`config.mk`:
```
export PLATFORM = sky130hd
export DESIGN_NAME = debug_panel
export DESIGN_NICKNAME = d
export VERILOG_FILES = /design/src/rtl/debug_panel.sv
export SDC_FILE = /design/constraint.sdc
export NUM_CORES = 1
export LEC_CHECK = 0
export ABC_CLOCK_PERIOD_IN_PS = 3100
export CAP_MARGIN = 40
export CORE_MARGIN = 10
export CORE_UTILIZATION = 40
export CTS_BUF_LIST = sky130_fd_sc_hd__clkbuf_16
export CTS_CLUSTER_SIZE = 14
export DETAILED_ROUTE_END_ITERATION = 10
export HOLD_SLACK_MARGIN = 0.02
export PLACE_DENSITY = 0.6
export SETUP_SLACK_MARGIN = 0.02
export SLEW_MARGIN = 20
export SYNTH_ARGS = -nofsm -noshare
export SYNTH_HDL_FRONTEND = slang
export SYNTH_SLANG_ARGS = --single-unit
```
`constraint.sdc`:
```
create_clock -name clk -period 3.1 [get_ports clk]
set_clock_uncertainty 0.15 [all_clocks]
set_input_delay 0.465 -clock clk [delete_from_list [all_inputs] [get_ports clk]]
set_output_delay 0.465 -clock clk [all_outputs]
set_load 0.02 [all_outputs]
```
`src/rtl/debug_panel.sv`:
```
// Debug panel: synchronised, debounced step/page keys, manual or free-run CPU stepping,
// and a paged, registered 7-segment hex view of a debug word.
module debug_panel #(
  parameter int unsigned DATA_W       = 32,
  parameter int unsigned NUM_DIGITS   = 4,
  parameter int unsigned DEBOUNCE_CYC = 50000,
  parameter int unsigned RUN_DIV      = 25000000,
  localparam int unsigned PAGES       = DATA_W / (4 * NUM_DIGITS),
  localparam int unsigned PW          = (PAGES > 1) ? $clog2(PAGES) : 1
) (
  input  logic                    clk,
  input  logic                    rst,
  input  logic                    key_step_n,
  input  logic                    key_page_n,
  input  logic                    sw_run,
  input  logic [DATA_W-1:0]       debug_value,
  output logic                    cpu_step,
  output logic [7*NUM_DIGITS-1:0] hex_n,
  output logic [PW-1:0]           page_idx,
  output logic                    step_led
);

  localparam int unsigned CW       = $clog2(DEBOUNCE_CYC + 1);
  localparam int unsigned DW       = $clog2(RUN_DIV);
  localparam int unsigned PageBits = 4 * NUM_DIGITS;
  localparam logic [CW-1:0] CntMax  = CW'(DEBOUNCE_CYC);
  localparam logic [DW-1:0] DivMax  = DW'(RUN_DIV - 1);
  localparam logic [PW-1:0] PageMax = PW'(PAGES - 1);

  typedef enum logic [1:0] {StIdle, StPress, StHeld, StRelease} db_state_e;

  // Bit 0 = step key, bit 1 = page key, bit 2 = run switch.
  logic [2:0] sync1_q, sync2_q;
  logic       run_prev_q;

  db_state_e     db_state_q [2];
  db_state_e     db_state_d [2];
  logic [CW-1:0] db_cnt_q [2];
  logic [CW-1:0] db_cnt_d [2];
  logic [1:0]    acc_d, acc_q;

  logic [DW-1:0]           div_d, div_q;
  logic [PW-1:0]           page_d, page_q;
  logic                    led_d, led_q;
  logic [7*NUM_DIGITS-1:0] hex_d, hex_q;
  logic [PageBits-1:0]     page_nib;
  logic                    run_sync, run_chg, div_hit;

  function automatic logic [6:0] hex_glyph(input logic [3:0] nib);
    unique case (nib)
      4'h0: hex_glyph = 7'h3F;
      4'h1: hex_glyph = 7'h06;
      4'h2: hex_glyph = 7'h5B;
      4'h3: hex_glyph = 7'h4F;
      4'h4: hex_glyph = 7'h66;
      4'h5: hex_glyph = 7'h6D;
      4'h6: hex_glyph = 7'h7D;
      4'h7: hex_glyph = 7'h07;
      4'h8: hex_glyph = 7'h7F;
      4'h9: hex_glyph = 7'h6F;
      4'hA: hex_glyph = 7'h77;
      4'hB: hex_glyph = 7'h7C;
      4'hC: hex_glyph = 7'h39;
      4'hD: hex_glyph = 7'h5E;
      4'hE: hex_glyph = 7'h79;
      default: hex_glyph = 7'h71;
    endcase
  endfunction

  // Two-flop synchronisers; keys reset released, run switch resets to manual.
  always_ff @(posedge clk or posedge rst) begin
    if (rst) begin
      sync1_q    <= 3'b011;
      sync2_q    <= 3'b011;
      run_prev_q <= 1'b0;
    end else begin
      sync1_q    <= {sw_run, key_page_n, key_step_n};
      sync2_q    <= sync1_q;
      run_prev_q <= sync2_q[2];
    end
  end

  // Debounce FSM state register for both keys, plus the registered accept pulses.
  always_ff @(posedge clk or posedge rst) begin
    if (rst) begin
      for (int k = 0; k < 2; k++) begin
        db_state_q[k] <= StIdle;
        db_cnt_q[k]   <= '0;
      end
      acc_q <= '0;
    end else begin
      for (int k = 0; k < 2; k++) begin
        db_state_q[k] <= db_state_d[k];
        db_cnt_q[k]   <= db_cnt_d[k];
      end
      acc_q <= acc_d;
    end
  end

  // Debounce next-state; entering HELD keeps count at max for one cycle to flag the accept.
  always_comb begin
    for (int k = 0; k < 2; k++) begin
      db_state_d[k] = db_state_q[k];
      db_cnt_d[k]   = db_cnt_q[k];
      unique case (db_state_q[k])
        StIdle: begin
          if (!sync2_q[k]) begin
            db_state_d[k] = StPress;
            db_cnt_d[k]   = CW'(1);
          end else begin
            db_cnt_d[k] = '0;
          end
        end
        StPress: begin
          if (sync2_q[k]) begin
            db_state_d[k] = StIdle;
            db_cnt_d[k]   = '0;
          end else if (db_cnt_q[k] == CntMax) begin
            db_state_d[k] = StHeld;
          end else begin
            db_cnt_d[k] = db_cnt_q[k] + CW'(1);
          end
        end
        StHeld: begin
          if (sync2_q[k]) begin
            db_state_d[k] = StRelease;
            db_cnt_d[k]   = CW'(1);
          end else begin
            db_cnt_d[k] = '0;
          end
        end
        StRelease: begin
          if (!sync2_q[k]) begin
            db_state_d[k] = StHeld;
            db_cnt_d[k]   = '0;
          end else if (db_cnt_q[k] >= CntMax - CW'(1)) begin
            db_state_d[k] = StIdle;
            db_cnt_d[k]   = '0;
          end else begin
            db_cnt_d[k] = db_cnt_q[k] + CW'(1);
          end
        end
        default: begin
          db_state_d[k] = StIdle;
          db_cnt_d[k]   = '0;
        end
      endcase
    end
  end

  // Debounce output: accept is raised only in the first cycle spent in HELD.
  always_comb begin
    for (int k = 0; k < 2; k++) begin
      acc_d[k] = (db_state_q[k] == StHeld) && (db_cnt_q[k] == CntMax);
    end
  end

  // Step source selection, run divider, LED toggle and page advance.
  always_comb begin
    run_sync = sync2_q[2];
    run_chg  = run_sync ^ run_prev_q;
    div_hit  = (div_q == DivMax);
    cpu_step = !run_chg && (run_sync ? div_hit : acc_q[0]);
    if (run_chg || !run_sync || div_hit) begin
      div_d = '0;
    end else begin
      div_d = div_q + DW'(1);
    end
    led_d  = led_q ^ cpu_step;
    page_d = page_q;
    if (acc_q[1] && (PAGES > 1)) begin
      page_d = (page_q == PageMax) ? '0 : page_q + PW'(1);
    end
  end

  // Glyph lookup for the currently selected page.
  always_comb begin
    page_nib = debug_value[page_q * PageBits +: PageBits];
    hex_d    = '1;
    for (int i = 0; i < int'(NUM_DIGITS); i++) begin
      hex_d[7*i +: 7] = ~hex_glyph(page_nib[4*i +: 4]);
    end
  end

  // Panel state registers; hex_n resets blank.
  always_ff @(posedge clk or posedge rst) begin
    if (rst) begin
      div_q  <= '0;
      page_q <= '0;
      led_q  <= 1'b0;
      hex_q  <= '1;
    end else begin
      div_q  <= div_d;
      page_q <= page_d;
      led_q  <= led_d;
      hex_q  <= hex_d;
    end
  end

  assign hex_n    = hex_q;
  assign page_idx = page_q;
  assign step_led = led_q;

endmodule

```
==> impl_metrics.xml, run 1 <==
<?xml version="1.0" encoding="UTF-8"?>
<metrics>
  <group name="placed_design">
    <metric name="gp_congestion" unit="">0.858</metric>
    <metric name="post-place-ws" unit="ps">160</metric>
    <metric name="detailedPlacementHpwl" unit="um">9330</metric>
    <metric name="io_buffers" unit="">67</metric>
  </group>
  <group name="pwr">
    <metric name="power.combinational.fraction" unit="">0.126</metric>
    <metric name="power_leakage" unit="nW">2.68</metric>
    <metric name="internal_power" unit="mW">2.22</metric>
    <metric name="clock_power_share" unit="">0.396</metric>
    <metric name="power-per-cell-area" unit="nW/um2">436</metric>
    <metric name="power.share.switching" unit="">0.246</metric>
    <metric name="vdd_drop_max" unit="mV">0.267</metric>
    <metric name="p_total" unit="mW">2.94</metric>
    <metric name="switchingPower" unit="mW">0.725</metric>
    <metric name="sequentialPowerShare" unit="">0.478</metric>
  </group>
  <group name="detailed_routing">
    <metric name="totalWireLength" unit="um">12500</metric>
    <metric name="drt_pre_antenna_iters" unit="">4</metric>
    <metric name="avgRoutedWirePerCell" unit="um">15.5</metric>
    <metric name="vias" unit="">4375</metric>
    <metric name="top_layer" unit="">met4</metric>
    <metric name="first_iter_violations" unit="">272</metric>
    <metric name="via_per_inst" unit="">5.43</metric>
    <metric name="detailroute.wirelength.met3" unit="um">703</metric>
    <metric name="route.detailed.drc" unit="">0</metric>
    <metric name="route.antenna.remaining_nets" unit="">0</metric>
    <metric name="wl_met2" unit="um">6030</metric>
    <metric name="route.layer.met1.wl" unit="um">5550</metric>
  </group>
  <group name="floorplanning">
    <metric name="die_w" unit="um">138</metric>
    <metric name="die_area" unit="um2">19000</metric>
    <metric name="placeable_area" unit="um2">13400</metric>
    <metric name="floorplan.io_pins" unit="">68</metric>
    <metric name="fp-row-count" unit="">42</metric>
    <metric name="die-height" unit="um">138</metric>
    <metric name="start_util" unit="">0.414</metric>
  </group>
  <group name="timing">
    <metric name="maxClockFrequency" unit="MHz">340</metric>
    <metric name="worst_pin_slew" unit="ps">752</metric>
    <metric name="hold_violations" unit="">0</metric>
    <metric name="setup-tns-final" unit="ps">0</metric>
    <metric name="rsz_0062_raised_after_global_routing" unit="">no</metric>
    <metric name="postLayoutSetupSlackWorst" unit="ps">159</metric>
    <metric name="finalSetupViolations" unit="">0</metric>
    <metric name="timing.max_slew.rel_slack" unit="">0.484</metric>
    <metric name="min_period" unit="ps">2940</metric>
    <metric name="final_max_slew_viol_count" unit="">0</metric>
    <metric name="min_period_over_period" unit="">0.949</metric>
  </group>
  <group name="status">
    <metric name="status" unit="">complete, no violations</metric>
  </group>
  <group name="yosys">
    <metric name="synth_nets" unit="">620</metric>
    <metric name="synth_top_area_frac" unit="">0.307</metric>
    <metric name="yosys.cell_count.top_type" unit="">sky130_fd_sc_hd__dfrtp_1</metric>
    <metric name="synth.cell_area" unit="um2">5540</metric>
    <metric name="synth_enable_flop_cells" unit="">0</metric>
    <metric name="synth.area.top_cells" unit="">sky130_fd_sc_hd__dfrtp_1 31%, sky130_fd_sc_hd__dfstp_2 15%, sky130_fd_sc_hd__ha_1 6.8%, sky130_fd_sc_hd__nor2_1 3.5%, sky130_fd_sc_hd__xor2_1 3.3%</metric>
    <metric name="synth_top_cell_by_area" unit="">sky130_fd_sc_hd__dfrtp_1</metric>
    <metric name="yosys_warnings" unit="">0</metric>
    <metric name="synth-seq-area-share" unit="">0.459</metric>
    <metric name="synth.avg_cell_area" unit="um2">10.0</metric>
    <metric name="synth-async-reset-ratio" unit="">1.00</metric>
    <metric name="postSynthCellCount" unit="">553</metric>
    <metric name="synth_ff_type" unit="">sky130_fd_sc_hd__dfrtp_1</metric>
    <metric name="ys_ff_latch" unit="">100</metric>
    <metric name="most_used_standard_cells_in_the_synthesized_netlist" unit="">68 x sky130_fd_sc_hd__dfrtp_1, 52 x sky130_fd_sc_hd__nor2_1, 44 x sky130_fd_sc_hd__nand2_1</metric>
    <metric name="post_synth_cell_types" unit="">62</metric>
  </group>
  <group name="global_route">
    <metric name="gr-total-overflow" unit="">0</metric>
    <metric name="pin_count_of_the_biggest_net_entering_global_routing" unit="">39</metric>
    <metric name="antenna_found_initial" unit="">0</metric>
    <metric name="via_count_of_the_first_global_routing_pass" unit="">4433</metric>
    <metric name="first_pass_grt_wire_length" unit="um">21200</metric>
    <metric name="grtUsageTotal" unit="">0.138</metric>
  </group>
  <group name="layout">
    <metric name="num-nets-final" unit="">691</metric>
    <metric name="fraction_of_the_core_area_covered_by_cells_at_the_end_of_the_flow" unit="">0.503</metric>
    <metric name="drive_above_1_share" unit="">0.121</metric>
    <metric name="area.growth.synth_to_final" unit="%">21.7</metric>
    <metric name="insertedDiodeCount" unit="">0</metric>
  </group>
  <group name="clock_network">
    <metric name="cts_inserted_buffers" unit="">9</metric>
    <metric name="postCtsSetupRepairBufs" unit="">0</metric>
    <metric name="cts_resized" unit="">2</metric>
    <metric name="ctsHoldBuffers" unit="">0</metric>
    <metric name="clk-insertion-delay-late" unit="ps">350</metric>
    <metric name="cts_clk_pin_slew_worst_paths" unit="ps">70</metric>
    <metric name="cts-root-buf" unit="">sky130_fd_sc_hd__clkbuf_16</metric>
    <metric name="cts_tree" unit="">built</metric>
    <metric name="cts.sink_count" unit="">100</metric>
    <metric name="clock_tree.htree_level_count" unit="">3</metric>
    <metric name="cts_buffer_depth" unit="">2</metric>
  </group>
  <group name="setup_path">
    <metric name="cp.required" unit="ps">2480</metric>
    <metric name="timing.critical_path.to_type" unit="">output port</metric>
    <metric name="highest_fanout_seen_on_the_critical_path" unit="">5</metric>
    <metric name="setup.worst_path.class" unit="">flip-flop to output port</metric>
    <metric name="timing.critical_path.from_type" unit="">flip-flop</metric>
    <metric name="worstPathArrival" unit="ps">2330</metric>
  </group>
  <group name="worst_hold_path">
    <metric name="worst_hold_path_type" unit="">flip-flop to flip-flop</metric>
  </group>
  <group name="run">
    <metric name="max_cap_violations" unit="">0</metric>
  </group>
</metrics>
-- critical path, stage by stage, from the launching register on --
cell	delay (ps)
sky130_fd_sc_hd__dfrtp_1	430
sky130_fd_sc_hd__or4_1	590
sky130_fd_sc_hd__nor4_2	320
sky130_fd_sc_hd__nand3_1	110
sky130_fd_sc_hd__a21oi_1	190
sky130_fd_sc_hd__clkdlybuf4s15_1	330
-- logic make-up (layout without fill, tap and decap cells) --
kind of cell / after synthesis / after routing / synth area share
and+or+nand+nor: 217 / 217 / 0.208
AOI/OAI and AO/OA: 106 / 106 / 0.131
DFF: 100 / 100 / 0.459
buffers and inverters: 41 / 117 / 0.0325
xor gates and xnor gates: 35 / 35 / 0.0553
adders and majority gates: 30 / 30 / 0.0677
muxes: 24 / 24 / 0.0470
-- per-layer routing --
metal,track usage,up-vias
met5,0,-
met4,0.0492,0
met3,0.0422,15
met2,0.232,85
met1,0.162,2117
li1,-,2158
-- flip-flops by register name, indices dropped and copies added (netlist names), named ones only --
signal and flops:
acc_q 2, db_cnt_q 32, db_state_q 2, div_q 25, hex_n 28, page_idx 1
run_prev_q 1, step_led 1, sync1_q 3, sync2_q 3
-- path summary, 6_finish.rpt --
check / from / endpoint / slack [ps] / cells past startpoint
max in group asynchronous: rst / hex_n[17] / 1680 / 3
worst min-delay path: sync1_q[1] / sync2_q[1] / 210 / 0
worst min register to register: sync1_q[1] / sync2_q[1] / 210 / 0
min in group asynchronous: rst / sync1_q[2] / 410 / 2
worst max-delay path: div_q[10] / cpu_step / 160 / 5
worst max register to register: div_q[10] / div_q[2] / 550 / 4
-- area by class of cell --
class / instances / area, um2
timing repair buffer: 76 / 751
clock buffer: 10 / 250
inverter: 25 / 97.6
tap: 176 / 220
multi-input combinational: 412 / 2830
clock inverter: 6 / 60.1
sequential: 100 / 2540
fill: 1236 / 6650
-- per-stage QoR --
stage / hold slack (ps) / cell area, um2 / std cells
2_1_floorplan: 181 / 5550 / 553
3_3_place_gp: 187 / 6430 / 789
3_5_place_dp: 197 / 6430 / 789
4_1_cts: 207 / 6750 / 805
5_1_grt: 215 / 6750 / 805
6_report: 206 / 6750 / 805
-- cell usage in the layout, fill, tap and decap left out, drive strengths merged, types with 4 or more instances in the layout --
cell type	count
xnor2	14
clkinv	4
ha	30
and2	5
or2	5
nor4	5
nor3	7
nand4	23
or3	11
nor2	52
dfrtp	68
nand2	44
o31ai	11
xor2	21
a22oi	4
dfstp	32
inv	25
a21oi	30
or4	11
clkdlybuf4s50	66
and4	8
and3	8
mux2	6
a32o	6
clkbuf	10
o21ai	21
mux2i	17
buf	9
nand3	24
-- power groups by stage --
stage                     sequential [mW]  combinational, mW  clock, mW
after global placement               1.43              0.370          0
after detailed placement             1.43              0.377          0
final                                1.41              0.372       1.16
after CTS                            1.41              0.378       1.20
after global routing                 1.42              0.411       1.25
after floorplan                      1.46              0.176          0
No activity file was read; power rests on OpenSTA's default activity.
==> inputs of run 2 (changes only) <==
--- a/config.mk
+++ b/config.mk
@@ -5,13 +5,14 @@
 export SDC_FILE = /design/constraint.sdc
 export NUM_CORES = 1
 export LEC_CHECK = 0
-export ABC_CLOCK_PERIOD_IN_PS = 3100
+export ABC_CLOCK_PERIOD_IN_PS = 2600
 export CAP_MARGIN = 40
 export CORE_MARGIN = 10
 export CORE_UTILIZATION = 40
 export CTS_BUF_LIST = sky130_fd_sc_hd__clkbuf_16
 export CTS_CLUSTER_SIZE = 14
 export DETAILED_ROUTE_END_ITERATION = 10
+export GPL_ROUTABILITY_DRIVEN = 0
 export HOLD_SLACK_MARGIN = 0.02
 export PLACE_DENSITY = 0.6
 export SETUP_SLACK_MARGIN = 0.02
==> constraint.sdc (replaced) <==
create_clock -name clk -period 2.6 [get_ports clk]
set_clock_uncertainty 0.15 [all_clocks]
set_input_delay 0.39 -clock clk [delete_from_list [all_inputs] [get_ports clk]]
set_output_delay 0.39 -clock clk [all_outputs]
set_load 0.02 [all_outputs]
==> impl_metrics.xml, run 2 (synthesized netlist as in run 1, its figures left out) <==
<?xml version="1.0" encoding="UTF-8"?>
<metrics>
  <group name="placed_design">
    <metric name="io_buffers" unit="">67</metric>
    <metric name="placed_area" unit="um2">6580</metric>
    <metric name="detailedPlacementHpwl" unit="um">9310</metric>
    <metric name="numPlacedInstances" unit="">807</metric>
    <metric name="post-place-ws" unit="ps">-159</metric>
  </group>
  <group name="floorplanning">
    <metric name="placeable_area" unit="um2">13400</metric>
    <metric name="fp-row-count" unit="">42</metric>
    <metric name="die_area" unit="um2">19000</metric>
    <metric name="start_util" unit="">0.414</metric>
    <metric name="die-height" unit="um">138</metric>
    <metric name="die_w" unit="um">138</metric>
    <metric name="floorplan.io_pins" unit="">68</metric>
  </group>
  <group name="setup_path">
    <metric name="worstPathArrival" unit="ps">1980</metric>
    <metric name="cp.required" unit="ps">2060</metric>
    <metric name="timing.critical_path.to_type" unit="">output port</metric>
    <metric name="setup.worst_path.class" unit="">flip-flop to output port</metric>
    <metric name="highest_fanout_seen_on_the_critical_path" unit="">2</metric>
    <metric name="timing.critical_path.from_type" unit="">flip-flop</metric>
  </group>
  <group name="timing">
    <metric name="fin_worst_hold_slack" unit="ps">204</metric>
    <metric name="min_period" unit="ps">2520</metric>
    <metric name="timing.max_slew.rel_slack" unit="">0.622</metric>
    <metric name="postLayoutSetupSlackWorst" unit="ps">75.1</metric>
    <metric name="finalSetupViolations" unit="">0</metric>
    <metric name="worst_pin_slew" unit="ps">551</metric>
    <metric name="maxClockFrequency" unit="MHz">396</metric>
    <metric name="setup-tns-final" unit="ps">0</metric>
    <metric name="min_period_over_period" unit="">0.971</metric>
    <metric name="final_max_slew_viol_count" unit="">0</metric>
    <metric name="hold_violations" unit="">0</metric>
  </group>
  <group name="detailed_routing">
    <metric name="detailroute.wirelength.met3" unit="um">756</metric>
    <metric name="vias" unit="">4483</metric>
    <metric name="first_iter_violations" unit="">200</metric>
    <metric name="drt_pre_antenna_iters" unit="">5</metric>
    <metric name="route.antenna.remaining_nets" unit="">0</metric>
    <metric name="avgRoutedWirePerCell" unit="um">15.4</metric>
    <metric name="route.detailed.drc" unit="">0</metric>
    <metric name="via_per_inst" unit="">5.44</metric>
    <metric name="top_layer" unit="">met4</metric>
    <metric name="totalWireLength" unit="um">12700</metric>
    <metric name="wl_met2" unit="um">6150</metric>
    <metric name="route.layer.met1.wl" unit="um">5640</metric>
  </group>
  <group name="pwr">
    <metric name="p_total" unit="mW">3.41</metric>
    <metric name="power_leakage" unit="nW">2.77</metric>
    <metric name="power-per-cell-area" unit="nW/um2">496</metric>
    <metric name="vdd_drop_max" unit="mV">0.339</metric>
  </group>
  <group name="layout">
    <metric name="area.growth.synth_to_final" unit="%">24.2</metric>
    <metric name="fraction_of_the_core_area_covered_by_cells_at_the_end_of_the_flow" unit="">0.514</metric>
    <metric name="num-nets-final" unit="">710</metric>
    <metric name="fill_cells" unit="">1245</metric>
    <metric name="most_frequent_cells_in_the_layout" unit="">68 x sky130_fd_sc_hd__dfrtp_1, 66 x sky130_fd_sc_hd__clkdlybuf4s50_1, 52 x sky130_fd_sc_hd__nor2_1</metric>
    <metric name="most_frequent_standard_cell_in_the_layout_excluding_fill_and_tap_cells" unit="">sky130_fd_sc_hd__dfrtp_1</metric>
    <metric name="drive_above_1_share" unit="">0.153</metric>
    <metric name="instances_no_fill" unit="">824</metric>
    <metric name="registers.top_by_ff_count" unit="">db_cnt_q</metric>
    <metric name="largest_register_ff_count" unit="">32</metric>
    <metric name="design_area" unit="um2">6890</metric>
    <metric name="insertedDiodeCount" unit="">0</metric>
  </group>
  <group name="clock_network">
    <metric name="cts-root-buf" unit="">sky130_fd_sc_hd__clkbuf_16</metric>
    <metric name="clock_tree.htree_level_count" unit="">3</metric>
    <metric name="cts.sink_count" unit="">100</metric>
    <metric name="cts_inserted_buffers" unit="">9</metric>
    <metric name="cts_tree" unit="">built</metric>
    <metric name="cts_clk_pin_slew_worst_paths" unit="ps">70</metric>
    <metric name="cts_buffer_depth" unit="">2</metric>
    <metric name="clk-insertion-delay-late" unit="ps">350</metric>
  </group>
  <group name="global_route">
    <metric name="first_pass_grt_wire_length" unit="um">21100</metric>
    <metric name="via_count_of_the_first_global_routing_pass" unit="">4433</metric>
    <metric name="antenna_found_initial" unit="">0</metric>
    <metric name="grtUsageTotal" unit="">0.138</metric>
    <metric name="gr-total-overflow" unit="">0</metric>
    <metric name="pin_count_of_the_biggest_net_entering_global_routing" unit="">64</metric>
  </group>
  <group name="run">
    <metric name="max_cap_violations" unit="">0</metric>
  </group>
  <group name="status">
    <metric name="status" unit="">complete, no violations</metric>
  </group>
  <group name="worst_hold_path">
    <metric name="worst_hold_path_type" unit="">flip-flop to flip-flop</metric>
  </group>
</metrics>
run 2: timing repair:
action                                  in CTS  in global routing
gates resized for setup                      6                  4
setup buffers                                0                  1
endpoints found under the setup margin       1                  1
hold buffers                                 0                  0
pin swaps                                    1                  1
run 2: routing by layer:
metal	GRT usage	up-vias
met2	0.225	95
met1	0.167	2192
li1	-	2188
met5	0	-
met3	0.0506	8
met4	0.0394	0
run 2: cell type report:
class | count | area (um2) | share of cell area
inverters | 25 | 97.6 | 0.0142
multi-input cells | 412 | 2850 | 0.413
clock buffers | 9 | 225 | 0.0327
well taps | 176 | 220 | 0.0320
clock inverters | 7 | 51.3 | 0.00745
flip-flops and latches | 100 | 2540 | 0.369
repair buffers | 95 | 903 | 0.131
run 2: path summary, 6_finish.rpt:
check,startpoint,to,slack (ps),depth (start not counted)
worst max register to register,db_cnt_q[0],db_cnt_q[0],270,6
worst min-delay path,sync1_q[2],sync2_q[2],200,0
worst min register to register,sync1_q[2],sync2_q[2],200,0
max in group asynchronous,rst,hex_n[19],1620,3
min in group asynchronous,rst,sync2_q[2],330,3
worst max-delay path,div_q[10],cpu_step,80,5
run 2: where the power goes:
| group | total [mW] | internal [mW] | switching, mW |
|---|---|---|---|
| logic | 0.457 | 0.217 | 0.240 |
| clock network | 1.28 | 0.657 | 0.623 |
| registers | 1.68 | 1.64 | 0.0385 |
| total | 3.41 | 2.51 | 0.901 |
run 2: critical path, stage by stage (launching register included):
cell and delay, ps:
sky130_fd_sc_hd__dfrtp_1 380, sky130_fd_sc_hd__or4_4 570, sky130_fd_sc_hd__nor4_4 240, sky130_fd_sc_hd__nand3_1 130
sky130_fd_sc_hd__a21oi_2 160, sky130_fd_sc_hd__buf_4 150
